[src/rtl/mult_div_unit.sv]
// Iterative HI/LO multiply/divide unit: shift-add multiply and restoring divide,
// one result bit per cycle, with sign fix-up in a final cycle before HI/LO load.
module mult_div_unit #(
  parameter int ITER = 32
) (
  input  logic        clk,
  input  logic        rst_n,
  input  logic        start,
  input  logic [1:0]  op,
  input  logic [31:0] rsdata,
  input  logic [31:0] rtdata,
  input  logic        mthi,
  input  logic        mtlo,
  input  logic [31:0] writedata,
  output logic        busy,
  output logic        done,
  output logic [31:0] hi,
  output logic [31:0] lo
);

  localparam int CW = $clog2(ITER + 1);
  localparam logic [CW-1:0] CNT_LAST = CW'(ITER - 1);
  localparam logic [CW-1:0] CNT_ONE  = CW'(1);

  typedef enum logic [1:0] {
    IDLE = 2'd0,
    RUN  = 2'd1,
    FIX  = 2'd2
  } state_t;

  state_t        state_r;
  logic [CW-1:0] cnt_r;
  logic          is_div_r;
  logic          neg_q_r;
  logic          neg_rem_r;
  logic          dz_r;
  logic [31:0]   opnd_r;
  logic [63:0]   acc_r;
  logic          busy_r;
  logic          done_r;
  logic [31:0]   hi_r;
  logic [31:0]   lo_r;

  logic          a_neg_s;
  logic          b_neg_s;
  logic [31:0]   a_abs_s;
  logic [31:0]   b_abs_s;
  logic [32:0]   mul_sum_s;
  logic [63:0]   mul_next_s;
  logic          div_ge_s;
  logic [31:0]   div_diff_s;
  logic [63:0]   div_next_s;
  logic [63:0]   prod_s;
  logic [31:0]   quot_s;
  logic [31:0]   rem_s;

  // Operand magnitudes and signs; only signed ops (op[0]) see negative inputs.
  always_comb begin
    a_neg_s = op[0] & rsdata[31];
    b_neg_s = op[0] & rtdata[31];
    a_abs_s = a_neg_s ? (32'd0 - rsdata) : rsdata;
    b_abs_s = b_neg_s ? (32'd0 - rtdata) : rtdata;
  end

  // One iteration step of each algorithm plus the signed fix-up of the final result.
  always_comb begin
    // Multiply: multiplier sits in acc low half and shifts out as partial sums shift in.
    mul_sum_s  = {1'b0, acc_r[63:32]} + (acc_r[0] ? {1'b0, opnd_r} : 33'd0);
    mul_next_s = {mul_sum_s, acc_r[31:1]};
    // Divide: remainder in the high half, dividend bits shift up into it, quotient bits fill the low end.
    div_ge_s   = acc_r[63:31] >= {1'b0, opnd_r};
    div_diff_s = acc_r[62:31] - opnd_r;
    div_next_s = div_ge_s ? {div_diff_s, acc_r[30:0], 1'b1} : {acc_r[62:0], 1'b0};
    prod_s     = neg_q_r ? (64'd0 - acc_r) : acc_r;
    quot_s     = dz_r ? 32'hFFFF_FFFF : (neg_q_r ? (32'd0 - acc_r[31:0]) : acc_r[31:0]);
    rem_s      = neg_rem_r ? (32'd0 - acc_r[63:32]) : acc_r[63:32];
  end

  // Control FSM, iteration datapath and HI/LO architectural registers.
  always_ff @(posedge clk or negedge rst_n) begin
    if (!rst_n) begin
      state_r   <= IDLE;
      cnt_r     <= {CW{1'b0}};
      is_div_r  <= 1'b0;
      neg_q_r   <= 1'b0;
      neg_rem_r <= 1'b0;
      dz_r      <= 1'b0;
      opnd_r    <= 32'd0;
      acc_r     <= 64'd0;
      busy_r    <= 1'b0;
      done_r    <= 1'b0;
      hi_r      <= 32'd0;
      lo_r      <= 32'd0;
    end else begin
      case (state_r)
        IDLE: begin
          done_r <= 1'b0;
          if (start) begin
            state_r   <= RUN;
            busy_r    <= 1'b1;
            cnt_r     <= {CW{1'b0}};
            is_div_r  <= op[1];
            neg_q_r   <= a_neg_s ^ b_neg_s;
            neg_rem_r <= op[1] & a_neg_s;
            dz_r      <= op[1] & (rtdata == 32'd0);
            opnd_r    <= op[1] ? b_abs_s : a_abs_s;
            acc_r     <= {32'd0, (op[1] ? a_abs_s : b_abs_s)};
          end else begin
            if (mthi) begin
              hi_r <= writedata;
            end
            if (mtlo) begin
              lo_r <= writedata;
            end
          end
        end
        RUN: begin
          acc_r <= is_div_r ? div_next_s : mul_next_s;
          if (cnt_r == CNT_LAST) begin
            state_r <= FIX;
          end else begin
            cnt_r <= cnt_r + CNT_ONE;
          end
        end
        FIX: begin
          if (is_div_r) begin
            hi_r <= rem_s;
            lo_r <= quot_s;
          end else begin
            hi_r <= prod_s[63:32];
            lo_r <= prod_s[31:0];
          end
          state_r <= IDLE;
          busy_r  <= 1'b0;
          done_r  <= 1'b1;
        end
        default: begin
          state_r <= IDLE;
          busy_r  <= 1'b0;
          done_r  <= 1'b0;
        end
      endcase
    end
  end

  assign busy = busy_r;
  assign done = done_r;
  assign hi   = hi_r;
  assign lo   = lo_r;

endmodule

[config.mk]
export PLATFORM = sky130hd
export DESIGN_NAME = mult_div_unit
export DESIGN_NICKNAME = d
export VERILOG_FILES = /design/src/rtl/mult_div_unit.sv
export SDC_FILE = /design/constraint.sdc
export NUM_CORES = 1
export LEC_CHECK = 0
export BUFFER_PORTS_ARGS = -buffer_cell sky130_fd_sc_hd__buf_4
export CAP_MARGIN = 25
export CORE_MARGIN = 1
export CORE_UTILIZATION = 30
export DETAILED_ROUTE_END_ITERATION = 7
export PLACE_DENSITY_LB_ADDON = 0.15
export SLEW_MARGIN = 20
export SYNTH_ARGS = -nofsm -noshare
export SYNTH_HDL_FRONTEND = slang
export SYNTH_SLANG_ARGS = --single-unit
[constraint.sdc]
create_clock -name clk -period 5.6 [get_ports clk]
set_input_delay 0.28 -clock clk [delete_from_list [all_inputs] [get_ports clk]]
set_output_delay 0.28 -clock clk [all_outputs]
set_load 0.005 [all_outputs]
# Word-level counts from Yosys, hierarchy flattened
# Cells that the tools add are included.
[totals]
ff_bits = 174
latchBits = 0
ram_bits = 0
rom_bits = 0
input_bits = 103
output_inout_bits = 66
elab_cells = 77
mem_count = 0
[classes]
addsub = 8
n_mul = 0
div = 0
magnitude_cmp = 1
n_eq_ne = 9
shifts = 0
n_mux = 30
bitwise_logic = 6
n_reduce_logical = 11
[op_table]
columns = ["cell", "count"]
rows = [
  ["two-way mux 32 bit", 14],
  ["two-way mux 64 bit", 4],
  ["one-hot mux 32 bit (2 select lines)", 2],
  ["one-hot mux 64 bit (2 select lines)", 1],
  ["subtractor 1 x 32 -> 32 bit (first input constant)", 4],
  ["subtractor 1 x 64 -> 64 bit (first input constant)", 1],
  ["adder 32 x 32 -> 33 bit", 1],
  ["greater-or-equal comparator 33 x 32 -> 1 bit", 1],
  ["zero test 32 bit", 1],
  ["subtractor 32 bit", 1],
  ["two-way mux 6 bit", 2],
  ["!= test 2 bit (second input constant)", 6],
  ["one-hot mux 6 bit (2 select lines)", 1],
  ["AND reduction 3 bit", 3],
  ["AND reduction 2 bit", 4],
  ["adder 6 x 1 -> 6 bit (second input constant)", 1],
  ["equality test 6 x 5 -> 1 bit (second input constant)", 1],
  ["AND 1 bit", 4],
  ["two-way mux 2 bit", 2],
  ["one-hot mux 1 bit (2 select lines)", 2],
  ["one-hot mux 2 bit (2 select lines)", 1],
  ["nonzero test 2 bit", 2],
  ["equality test 2 x 1 -> 1 bit (second input constant)", 1],
  ["equality test 2 bit (second input constant)", 1],
  ["4 further kinds", 4],
]

# Depth between registers and ports, before layout
[depth]
ltp_word = 5
depth_mapped = 14
depth_no_buf = 14

# Least setup slack after synthesis
# Ideal clock, no wire load.
[synth_timing]
kind = "reg-to-reg"
from = "reg acc_r[0]"
to = "reg hi_r[6], in the netlist hi[6]"
setup_ps = 77
arrival_ps = 3399
required_ps = 5523
path_slack_ps = 2125
path_stages_with_launch = 15
n_path_buf = 3
synth_period_minus_slack_ps = 3475
path_cell_list = "dfrtp_1 -> inv_1 -> clkbuf_1 -> ha_1 -> nand3b_2 -> or4b_4 -> or3_4 -> or3_1 -> buf_2 -> o21a_1 -> buf_6 -> o41ai_4 -> xnor2_1 -> nand2_1 -> o21ai_1"
[synth_between]
elab_chain_cells = 4
[synth_lines]
columns = ["element", "line_no", "text"]
rows = [
  ["start, declared", "38", "logic [63:0] acc_r;"],
  ["start signal, assigned", "107", "acc_r <= {32'd0, (op[1] ? a_abs_s : b_abs_s)};"],
  ["start signal, assigned", "118", "acc_r <= is_div_r ? div_next_s : mul_next_s;"],
  ["subtractor 1 x 64 -> 64 bit", "74", "prod_s = neg_q_r ? (64'd0 - acc_r) : acc_r;"],
  ["two-way mux 64 bit", "74", ""],
  ["two-way mux 32 bit", "126", "if (is_div_r) begin"],
  ["one-hot mux 32 bit (2 select lines)", "95", "case (state_r)"],
  ["end signal, assigned", "110", "hi_r <= writedata;"],
  ["end signal, assigned", "127", "hi_r <= rem_s;"],
  ["end signal, assigned", "130", "hi_r <= prod_s[63:32];"],
  ["end, declared", "41", "logic [31:0] hi_r;"],
]
# No other way between the ends.
# A chain may end at the register's enable or synchronous reset.

# Worst setup path in the final report
[layout_timing]
from = "reg acc_r[32]"
to = "reg acc_r[49]"
[layout_between]
elab_chain_cells = 4
word_cells_on_any_way = 6
classes_between = "add/sub: 2; order compare: 1; mux: 3"
[layout_lines]
columns = ["element", "line_no", "text"]
rows = [
  ["subtractor 32 bit / greater-or-equal comparator 33 x 32 -> 1 bit (equally long branches)", "72, 71", ""],
  ["two-way mux 64 bit", "73", "div_next_s = div_ge_s ? {div_diff_s, acc_r[30:0], 1'b1} : {acc_r[62:0], 1'b0};"],
  ["two-way mux 64 bit (*)", "118", ""],
  ["one-hot mux 64 bit (2 select lines) (*)", "95", ""],
]
# Every way passes the cells marked *; elsewhere a longest branch is shown, timed or not.

==> reports/metrics.cfg <==
[synthesis]
syn_area_um2 = 14700
synth_seq_cells = 174
synth_cell_types = 75
synth_nets = 2029
yosysSeqAreaShare = 0.295
syn_inst = 1855
avgSynthCellArea_um2 = 7.95
synthFlopType = dfrtp_1
yosysWarnings = 0
async_reset_ff_frac = 1.00
synth_edf_count = 0

[global_route]
grtUsageMet2 = 0.364
grt_max_degree = 106
grt_pass1_wl_um = 87600
use_met3 = 0.0319
grt_pass1_vias = 14015
top_usage_layer = met2
antenna_found_initial = 0
grt_usage = 0.232
use_met1 = 0.331
grt_overflow_total = 0

[run_status]
status = complete, no violations

[power]
finalPower_uw = 11500
power_leakage_uw = 0.00732
powerDensity_nw_per_um2 = 663
vdd_drop_max_uv = 325

[layout]
n_antenna_cell = 0
syn_to_final_growth_pct = 17.5
nFillCells = 5043
nets = 2140
drive_gt1_frac = 0.126
layout_commonest_cell = buf_4
final_cell_mix = 195 x buf_4, 190 x o21ai_0, 178 x nand2_1

[critical_path]
crit_path_frequent_cell = o31a_1
r2r_cells = 12
cp_slowest_cell = a211o_1
cp.arrival_ps = 4760
crit_type = reg -> reg
cp_top_family = compound AO/OA/AOI/OAI gates
timing.rr.end = acc_r[49]$_DFFE_PN0P_
startpoint_type = flop
cp.required_ps = 5920
worst-path-buf-inv = 1
cpPeakStageDelay_ps = 680
end_kind = flop
r2r_slack_ps = 1160
crit_path_max_fanout = 16
r2r_start = acc_r[32]$_DFFE_PN0P_
cp_cell_sequence = ha_1 -> nor2b_1 -> o31a_1 -> o31a_1 -> nor3b_1 -> nor4_1 -> o211ai_1 -> a211o_1 -> nand2_1 -> buf_4 -> mux2i_1 -> o221ai_1

[die]
num_io_pins = 169
dieWidth_um = 224
rows = 80
core_area_um2 = 48100
die-area_um2 = 50000
die_y_um = 224
initial_core_util = 0.306

[clock_network]
cts_hold_buf = 7
cts_resized = 0
post_cts_buffers = 0
cts_made_buffers = 17
htreeDepth = 4
worst_skew_pair.late_latency_ps = 490
clk_path_buf_depth = 2
cts-root-buf = clkbuf_16
cts.sink_count = 174
cts_tree = built
clkTransAtPathRegs_ps = 80

[routing]
via_per_inst = 5.55
vias = 14624
routed_wl_um = 58200
drtIter0Drc = 1272
firstDrtPassIters = 5
ant_nets = 0
wire_per_inst_um = 22.1
drc = 0

[timing]
slew_violations = 0
setup_tns_ps = 0
rsz0062_at_grt = false
finalWorstSetupSlack_ps = 1160
tightest_slew_ps = 944
min_period_ps = 4440
finClkSkew_ps = 16.4
fin_crit_sh = 0.793
hold_violations = 0
max_freq_mhz = 225
relSlewSlack = 0.369
setup_viol = 0

[hold_path]
worstHoldPathType = in -> reg
min_delay_path_depth = 2
min_to = lo[4]$_DFFE_PN0P_
worstHoldStart = writedata[4]

[run]
max-cap-violations = 0

[placed_design]
post-place-ws_ps = 1210
dp_hpwl_um = 45000
globalplace.congestion = 0.919
io_buffers = 168

## worst register-to-register path, stage by stage, from the launching register on
cell	delay, ps
dfrtp_1	550
ha_1	310
nor2b_1	140
o31a_1	270
o31a_1	270
nor3b_1	370
nor4_1	150
o211ai_1	410
a211o_1	680
nand2_1	420
buf_4	360
mux2i_1	210
o221ai_1	140
## stage by stage
stage                     cells  utilization  hold slack (ps)  instance area (um2)
after global placement     2594        0.346              438                16600
after floorplan            1855            -            -15.6                14700
after detailed placement   2595        0.346              439                16600
final                      2635        0.360             40.7                17300
after CTS                  2634        0.360             2.87                17300
after global routing       2635        0.360             17.7                17300
## synth_stat cells, drive strengths merged (7+ instances only)
library cell / count / share of area
and3: 7 / 0.0030
nor2: 166 / 0.043
or3: 19 / 0.0084
a22oi: 13 / 0.0066
inv: 70 / 0.018
nor3: 36 / 0.012
nor4: 17 / 0.0072
o21ai: 196 / 0.067
dfrtp: 174 / 0.30
a211oi: 53 / 0.027
clkbuf: 92 / 0.023
o21bai: 11 / 0.0056
o221ai: 7 / 0.0042
xor2: 70 / 0.042
buf: 20 / 0.0059
a31oi: 12 / 0.0051
o31ai: 20 / 0.011
nand3: 26 / 0.0088
o211ai: 29 / 0.015
o22ai: 20 / 0.0085
nand2b: 10 / 0.0042
ha: 69 / 0.059
or4: 12 / 0.0061
xnor2: 96 / 0.057
a21o: 35 / 0.018
mux2i: 73 / 0.050
and2: 10 / 0.0042
o41ai: 11 / 0.0083
nand4: 16 / 0.0068
a21oi: 166 / 0.056
nand2: 179 / 0.046
o21a: 18 / 0.0092
a221o: 17 / 0.012
nor2b: 16 / 0.0068
## logic make-up (layout without fill, tap and decap cells)
logic type      after synthesis  in the layout  share of synthesized area
buf+inv                     182            306                     0.0471
mux                          74             74                     0.0503
flops                       174            174                      0.295
compound gates              650            650                      0.277
simple gates                538            538                      0.170
fa+ha+maj                    71             71                     0.0613
xor+xnor                    166            166                     0.0986
## per-layer routing
metal / vias up / share of wire
met5: - / 0
met3: 46 / 0.045
li1: 6988 / -
met1: 7152 / 0.48
met4: 0 / 0.016
met2: 438 / 0.46
## worst max path at each step
stage	end	startpoint	cells past startpoint
finish	acc_r[49]$_DFFE_PN0P_	acc_r[32]$_DFFE_PN0P_	12
global route	acc_r[50]$_DFFE_PN0P_	acc_r[32]$_DFFE_PN0P_	12
CTS	acc_r[49]$_DFFE_PN0P_	acc_r[32]$_DFFE_PN0P_	12
detailed placement	acc_r[49]$_DFFE_PN0P_	acc_r[32]$_DFFE_PN0P_	12
global placement	hi[16]$_DFFE_PN0P_	acc_r[0]$_DFFE_PN0P_	11
floorplan	hi[6]$_DFFE_PN0P_	acc_r[0]$_DFFE_PN0P_	14
## registers in the layout, indices dropped and copies added, names as in the netlist
signal     count
cnt_r          6
done           1
neg_rem_r      1
lo            32
state_r        2
neg_q_r        1
busy           1
opnd_r        32
dz_r           1
is_div_r       1
hi            32
acc_r         64
## report_power, final
part | internal (uW) | leakage [uW] | switching (uW)
logic | 3100 | 0.00497 | 4400
registers | 1880 | 0.00206 | 848
clock network | 638 | 0.000291 | 633
## cell type report
cell class / instances / area, um2 / area share
Inverter: 70 / 263 / 0.0152
Tap cell: 656 / 821 / 0.0474
Clock buffer: 17 / 425 / 0.0246
Timing Repair Buffer: 204 / 1550 / 0.0895
Multi-Input combinational cell: 1499 / 9740 / 0.562
Sequential cell: 174 / 4360 / 0.251
Clock inverter: 15 / 171 / 0.00990
Power figures use the tool's default switching activity.
